`config.mk`:
```
export PLATFORM = sky130hd
export DESIGN_NAME = vga_timing_pipe
export DESIGN_NICKNAME = d
export VERILOG_FILES = /design/src/rtl/vga_timing_pipe.sv
export SDC_FILE = /design/constraint.sdc
export NUM_CORES = 1
export LEC_CHECK = 0
export ABC_AREA = 0
export BUFFER_PORTS_ARGS = -buffer_cell sky130_fd_sc_hd__buf_2
export CORE_ASPECT_RATIO = 1.75
export CORE_MARGIN = 2
export CORE_UTILIZATION = 35
export DETAILED_ROUTE_END_ITERATION = 6
export GPL_TIMING_DRIVEN = 0
export MAX_ROUTING_LAYER = met4
export PLACE_DENSITY = 0.59
export SETUP_SLACK_MARGIN = 0.2
export SYNTH_ARGS = -nofsm -noshare
export SYNTH_HDL_FRONTEND = slang
export SYNTH_SLANG_ARGS = --single-unit
export TNS_END_PERCENT = 100
```
`constraint.sdc`:
```
create_clock -name clk -period 2.1 [get_ports clk]
set_input_delay 0.315 -clock clk [delete_from_list [all_inputs] [get_ports clk]]
set_output_delay 0.315 -clock clk [all_outputs]
set_load 0.05 [all_outputs]
```
`src/rtl/vga_timing_pipe.sv`:
```
// vga_timing_pipe
// ---------------
// VGA raster timing generator with a pixel-request interface and a
// latency-matched sync/display-enable pipeline.
//
// A horizontal counter (hcnt) and a vertical counter (vcnt) walk the raster.
// Each line is ordered sync, back porch, active, front porch, and so is each frame.
// Whenever the counters sit in the active area, pix_req is raised together with
// the (x,y) coordinate. The external source answers with `pixel` PIX_LAT enabled
// cycles later. The raw hs/vs/active flags are delayed by the same number of
// enabled cycles, so hs, vs, de and rgb line up with the returned pixel.
//
// Ports
//   clk          pixel-domain clock, rising edge
//   rstn         asynchronous active-low reset
//   en           pixel clock enable; nothing advances while en=0
//   pixel        colour from the source, PIX_LAT enabled cycles after request
//   pix_req      counters are in the active area (combinational)
//   pix_x/pix_y  requested coordinate, all-ones when pix_req=0
//   hs/vs/de     delayed sync and display enable, aligned with pixel
//   rgb          pixel when de=1, else 0
//   line_start   en=1 and hcnt=0 (request-aligned pulse)
//   frame_start  en=1, hcnt=0 and vcnt=0
module vga_timing_pipe #(
  parameter int H_ACTIVE = 640,
  parameter int H_FP     = 16,
  parameter int H_SYNC   = 96,
  parameter int H_BP     = 48,
  parameter int V_ACTIVE = 480,
  parameter int V_FP     = 10,
  parameter int V_SYNC   = 2,
  parameter int V_BP     = 33,
  parameter bit SYNC_POL = 1'b1,
  parameter int PIX_LAT  = 2,
  parameter int RGB_W    = 12,
  parameter int CNT_W    = 11
) (
  input  logic             clk,
  input  logic             rstn,
  input  logic             en,
  input  logic [RGB_W-1:0] pixel,
  output logic             pix_req,
  output logic [CNT_W-1:0] pix_x,
  output logic [CNT_W-1:0] pix_y,
  output logic             hs,
  output logic             vs,
  output logic             de,
  output logic [RGB_W-1:0] rgb,
  output logic             line_start,
  output logic             frame_start
);

  localparam int H_TOTAL = H_SYNC + H_BP + H_ACTIVE + H_FP;
  localparam int V_TOTAL = V_SYNC + V_BP + V_ACTIVE + V_FP;

  // Parameter sanity: refuse to elaborate an impossible configuration.
  if (CNT_W < 1 || CNT_W > 31) begin : g_bad_cnt_w
    $error("vga_timing_pipe: CNT_W must be 1..31");
  end
  if (H_ACTIVE < 1 || H_FP < 1 || H_SYNC < 1 || H_BP < 1 ||
      V_ACTIVE < 1 || V_FP < 1 || V_SYNC < 1 || V_BP < 1) begin : g_bad_timing
    $error("vga_timing_pipe: every timing parameter must be >= 1");
  end
  if (longint'(H_TOTAL - 1) >= (64'sd1 <<< CNT_W) ||
      longint'(V_TOTAL - 1) >= (64'sd1 <<< CNT_W)) begin : g_bad_total
    $error("vga_timing_pipe: H_TOTAL-1 / V_TOTAL-1 do not fit in CNT_W bits");
  end
  if (PIX_LAT < 0 || PIX_LAT > 7) begin : g_bad_lat
    $error("vga_timing_pipe: PIX_LAT must be 0..7");
  end

  localparam logic [CNT_W-1:0] ONE    = CNT_W'(1);
  localparam logic [CNT_W-1:0] H_LAST = CNT_W'(H_TOTAL - 1);
  localparam logic [CNT_W-1:0] V_LAST = CNT_W'(V_TOTAL - 1);
  localparam logic [CNT_W-1:0] H_SY   = CNT_W'(H_SYNC);
  localparam logic [CNT_W-1:0] V_SY   = CNT_W'(V_SYNC);
  localparam logic [CNT_W-1:0] H_ST   = CNT_W'(H_SYNC + H_BP);
  localparam logic [CNT_W-1:0] H_EN   = CNT_W'(H_SYNC + H_BP + H_ACTIVE);
  localparam logic [CNT_W-1:0] V_ST   = CNT_W'(V_SYNC + V_BP);
  localparam logic [CNT_W-1:0] V_EN   = CNT_W'(V_SYNC + V_BP + V_ACTIVE);

  logic [CNT_W-1:0] hcnt;
  logic [CNT_W-1:0] vcnt;
  logic             hs_raw;
  logic             vs_raw;
  logic             hs_d;
  logic             vs_d;
  logic             de_d;

  // ---- stage p0: raster counters ----
  always_ff @(posedge clk or negedge rstn) begin
    if (!rstn) begin
      hcnt <= '0;
      vcnt <= '0;
    end else if (en) begin
      if (hcnt == H_LAST) begin
        hcnt <= '0;
        vcnt <= (vcnt == V_LAST) ? '0 : vcnt + ONE;
      end else begin
        hcnt <= hcnt + ONE;
      end
    end
  end

  always_comb begin
    pix_req = (hcnt >= H_ST) && (hcnt < H_EN) && (vcnt >= V_ST) && (vcnt < V_EN);
    pix_x   = pix_req ? hcnt - H_ST : '1;
    pix_y   = pix_req ? vcnt - V_ST : '1;
    hs_raw  = (hcnt < H_SY) ? SYNC_POL : ~SYNC_POL;
    vs_raw  = (vcnt < V_SY) ? SYNC_POL : ~SYNC_POL;
  end

  // ---- stages p1..pPIX_LAT: latency-matching delay line ----
  if (PIX_LAT == 0) begin : g_lat0
    assign hs_d = hs_raw;
    assign vs_d = vs_raw;
    assign de_d = pix_req;
  end else begin : g_lat
    logic [PIX_LAT-1:0] hs_p;
    logic [PIX_LAT-1:0] vs_p;
    logic [PIX_LAT-1:0] de_p;

    always_ff @(posedge clk or negedge rstn) begin
      if (!rstn) begin
        hs_p <= {PIX_LAT{~SYNC_POL}};
        vs_p <= {PIX_LAT{~SYNC_POL}};
        de_p <= '0;
      end else if (en) begin
        hs_p[0] <= hs_raw;
        vs_p[0] <= vs_raw;
        de_p[0] <= pix_req;
        for (int i = 1; i < PIX_LAT; i++) begin
          hs_p[i] <= hs_p[i-1];
          vs_p[i] <= vs_p[i-1];
          de_p[i] <= de_p[i-1];
        end
      end
    end

    assign hs_d = hs_p[PIX_LAT-1];
    assign vs_d = vs_p[PIX_LAT-1];
    assign de_d = de_p[PIX_LAT-1];
  end

  // ---- output stage ----
  // Outputs are forced to their idle levels while rstn is low. Without this, the
  // zero-latency build would show an asserted hs/vs (the counters rest at 0,
  // inside the sync pulse). It would also show a line_start pulse during reset.
  always_comb begin
    hs          = rstn ? hs_d : ~SYNC_POL;
    vs          = rstn ? vs_d : ~SYNC_POL;
    de          = rstn & de_d;
    rgb         = de ? pixel : '0;
    line_start  = rstn & en & (hcnt == '0);
    frame_start = line_start & (vcnt == '0);
  end

endmodule

```
### Yosys cells after proc, flatten, opt, wreduce, memory -nomap -nowiden

Cells that the tools add are included.

* output and inout bits: 40
* memories: 0
* input bits: 15
* bits in read-only memories: 0
* RAM bits: 0
* bits in registers: 28
* bits in latches: 0
* word-level logic and storage cells: 36

* multiply operators: 0
* order comparisons: 6
* reduce and logical (&&, ||, !) cells: 6
* bitwise operators: 4
* multiplexer cells: 9
* divide/modulo/power cells: 0
* equality and inequality tests: 2
* shift operators: 0
* add/subtract/negate cells: 4

Operators by type and width (count)
* $mux 11: 4
* $add 11x1->11 const B: 2
* $eq 11x10->1 const B: 2
* $logic_not 11->1: 2
* $lt 11x10->1 const B: 2
* $mux 12: 1
* $ge 11x6->1 const B: 1
* $ge 11x8->1 const B: 1
* $lt 11x2->1 const B: 1
* $lt 11x7->1 const B: 1
* $sub 11x6->11 const B: 1
* $sub 11x8->11 const B: 1
* $and 1x1->1: 4
* $mux 1: 4
* $logic_and 1x1->1: 3
* $reduce_and 2->1: 1

### Logic depth before layout (Yosys ltp)

* word-level depth: 5
* mapped depth: 8
* depth with buffers taken out: 6

### Least setup slack after synthesis

Ideal clock, no wire load.

* path type: reg2out
* start: register vcnt[7]
* end: output port pix_x[7]
* stages on the path, launching flop included: 7
* arrival: 2.157 ns
* path buffers: 2
* slack: -0.372 ns
* required time: 1.785 ns
* cell sequence: dfrtp_1 > buf_6 > or4_4 > a2111oi_4 > nor4_2 > buf_2 > o21ai_0

* cells in the longest elaborated chain, start to end: 4
* elaborated cells between the ends (all ways): 5
* classes of those cells: 2 x order compare; 1 x mux; 2 x reduce/logical

RTL lines
* start, declared: RTL line 83 `logic [CNT_W-1:0] vcnt;`
* start signal, assigned: RTL line 98 `vcnt <= (vcnt == V_LAST) ? '0 : vcnt + ONE;`
* $ge 11x6->1: RTL line 106 `pix_req = (hcnt >= H_ST) && (hcnt < H_EN) && (vcnt >= V_ST) && (vcnt < V_EN);`
* $logic_and 1x1->1: RTL line 106
* $logic_and 1x1->1 *: RTL line 106
* $mux 11 *: RTL line 107 `pix_x = pix_req ? hcnt - H_ST : '1;`
* end, declared: RTL line 43 `output logic [CNT_W-1:0] pix_x,`

Every way passes the cells marked *; elsewhere a longest branch is shown, timed or not.

### Final worst setup path

* start: register vcnt[2]
* end: output port pix_x[7]

Same word-level chain as after synthesis.

==> results.md <==
* Die area at 6550 µm²
* Synthesis warning total at 0
* Tcrit/Tclk final at 126%
* TritonCTS Buffers at 3
* Largest delay share family, worst path: compound AO/OA/AOI/OAI gates
* Initial antenna violation count at 0
* Post-Syn Instances at 245
* Worst path most repeated cell: buf_6
* Gr usage total at 21.5%
* Worst Clk Skew at 0.00333 ns
* Setup tns final at -11.42 ns
* Core Footprint at 5790 µm²
* Status: finished, violations left
* CP max stage delay at 0.51 ns
* Yosys reg bits at 28
* Area growth from synthesis to layout at 70.1%
* Hpwl dp at 4390 µm
* DRT antenna net count at 0
* Ys flop type: dfrtp_1
* Dpl ws at -0.596 ns
* Post-synth EDFFs at 0
* Setup WS post-layout at -0.544 ns
* Power density cells at 471 nW/µm²
* WL/cell at 16.4 µm
* Setup violators final at 24
* CTS max path bufs at 2
* Vias per cell at 5.29
* CP arrival at 2.33 ns
* Final Wtd Congestion at 0.885
* Synth top area share at 34.0%
* Number of detailed-route iterations in the first pass at 4
* Routed via count at 2186
* IO Port Bufs at 53
* Synthesized Nets at 268
* Largest net degree at the start of global routing at 29
* Lkg Pwr at 1.77 nW
* Placed cell area at 2520 µm²
* DRC violations left at 0
* Cell area after synthesis at 2060 µm²
* Failing checks: setup timing
* Seq/Total Area, Yosys at 34.0%
* Synth area leader: dfrtp_1
* Synth Area per Inst at 8.42 µm²
* DRT Wirelength at 6780 µm
* RSZ-0062 raised after global routing: yes
* DIE HEIGHT at 106 µm
* Vias in the first global route at 2197
* N_diodes at 0
* Max Fanout on Critical Path at 5
* Clock Sinks at 28
* Clock transition at path regs at 0.10 ns
* Placed Instances at 376
* Buf/Inv on CP at 3
* Crit start category: flop
* Initial Utilization at 35.7%
* Post-synthesis async set-or-reset flop share at 100%
* Critical path type: flop to output pin
* Critical-path cell list: a2111o_1, a2111oi_4, nor4_4, buf_6, buf_8, o21ai_4, buf_6
* Post-route cell area at 3510 µm²
* CTS tree: yes
* CP max stage cell: a2111o_1
* Max-Cap Viols at 0
* Layout cells sized above 1 at 51.6%
* WHS at 0.0343 ns
* Fmax at 378 MHz
* Crit. End Element: output pin
* Tmin final at 2.64 ns
* Worst skew pair latency at 0.28 ns
* Drt initial violations at 109
* Total gr overflow at 0
* Worst path required time at 1.78 ns
* Peak supply drop at 0.279 mV
* Final #Nets at 360
* Synth unique cells at 49
* Relative slew slack at 50.0%
* Top Ports at 55
* Die width at 62.0 µm
* H-tree levels at 1
* Largest cells by area after synthesis: dfrtp_1 34%, nand2_1 6.2%, xnor2_1 5.9%
* First-pass GRT wire length at 10500 µm
* Slew Limit Fails at 0
* Clock Tree Root: clkbuf_8
* Worst slew pin tran at 0.744 ns
* Non-Filler Instances at 413
* Worst Hold Class: primary input to asynchronous set/reset pin
* Hold Vio Cnt, Final at 0
* FP Rows at 37
==> cells by family (layout without fill, tap and decap cells) <==
group	count (synthesis)	count (layout)	synth area share, %
adder cells (fa/ha/maj)	8	8	4.85
multiplexers	5	5	2.67
XOR/XNOR	21	21	8.91
AO/OA/AOI/OAI	37	37	12.5
buffers and inverters	34	124	7.22
AND/OR/NAND/NOR	112	112	29.9
flip-flops	28	28	34.0
==> power breakdown <==
part	switching [W]	leakage [nW]	internal, W
Combinational	0.000350	1.40	0.000339
Clock	0.000179	0.0216	0.000129
Sequential	0.0000639	0.355	0.000592
==> final timing paths <==
check                                     startpoint                         to  slack, ns  cells after the start
setup / recovery                 vcnt[2]$_DFFE_PN0P_                   pix_x[7]      -0.54                      7
hold / removal                                  rstn        hcnt[6]$_DFFE_PN0P_       0.03                      2
hold reg to reg            g_lat.hs_p[1]$_DFFE_PN0P_  g_lat.hs_p[1]$_DFFE_PN0P_       0.51                      1
min in group clk                                  en  g_lat.de_p[1]$_DFFE_PN0P_       0.44                      2
max in group asynchronous                       rstn        vcnt[0]$_DFFE_PN0P_       1.89                      2
setup reg to reg                 vcnt[2]$_DFFE_PN0P_  g_lat.de_p[0]$_DFFE_PN0P_      -0.05                      6
==> cell usage after synthesis, types with 2 or more instances <==
cell       n
clkbuf_1   9
xor2_1     7
and2_1     6
nor2_1    11
mux2_2     4
a31oi_1    6
and4_1     5
buf_2     10
nand3_1    9
nor4_1     5
nor3_1     7
ha_1       8
nand2_1   34
nand4_1    6
dfrtp_1   28
o22ai_1    3
or3_1      2
a21oi_1    4
and3_1    14
xnor2_1   14
o21ai_0   12
inv_1     12
or4_1      2
nand2b_1   2
==> flip-flops by register name, indices dropped and copies added, names as in the netlist <==
signal,cells
hcnt,11
vcnt,11
g_lat.de_p,2
g_lat.hs_p,2
g_lat.vs_p,2
==> through the flow <==
stage               utilization [%]  total power (W)
floorplan                         -         0.000942
global placement               43.5          0.00105
detailed placement             43.5          0.00105
CTS                            57.4          0.00159
global route                   60.6          0.00173
finish                         60.6          0.00165
==> per-layer routing <==
metal  GRT usage (%)  share of wire, %  vias up  wire, µm
li1                -                 -     1043         -
met2            37.5                58       41      3950
met5               -                 0        -         0
met1            23.8                37     1088      2530
met4            9.27               2.9        0       197
met3            1.23               1.5       14       105
==> timing repair <==
| action | in CTS | in global routing |
|---|---|---|
| pin swaps | 24 | 4 |
| gates cloned | 1 | 1 |
| hold endpoints to repair | 28 | 0 |
| hold buffers | 1 | 0 |
| setup endpoints to repair | 51 | 45 |
| setup buffers | 26 | 5 |
| gates resized for setup | 144 | 31 |
==> cell usage in the layout, fill, tap and decap left out, types with 2 or more instances in the layout <==
master and count:
a21oi_1 3, a31oi_1 6, and2_1 6, and3_1 14, and4_1 4, buf_12 3, buf_2 34, buf_4 22
buf_6 15, buf_8 25, clkbuf_1 6, clkbuf_16 2, clkbuf_8 3, dfrtp_1 24, dfrtp_2 4, ha_1 4
ha_4 3, inv_1 8, inv_2 3, mux2_2 4, nand2_1 14, nand2_2 5, nand2_4 15, nand2b_4 2
nand3_1 8, nand4_1 6, nor2_1 7, nor2_4 3, nor3_1 3, nor3_4 4, nor4_1 2, nor4_4 3
o21ai_0 7, o21ai_1 4, o22ai_1 3, or4_4 2, xnor2_1 14, xor2_1 7
==> layout make-up <==
| type | count | area (µm²) |
|---|---|---|
| Tap cell | 78 | 97.6 |
| Fill cell | 509 | 2280 |
| Timing Repair Buffer | 87 | 846 |
| Inverter | 12 | 50.0 |
| Sequential cell | 28 | 706 |
| Buffer | 22 | 175 |
| Multi-Input combinational cell | 183 | 1590 |
| Clock buffer | 3 | 41.3 |
Power figures use the tool's default switching activity.
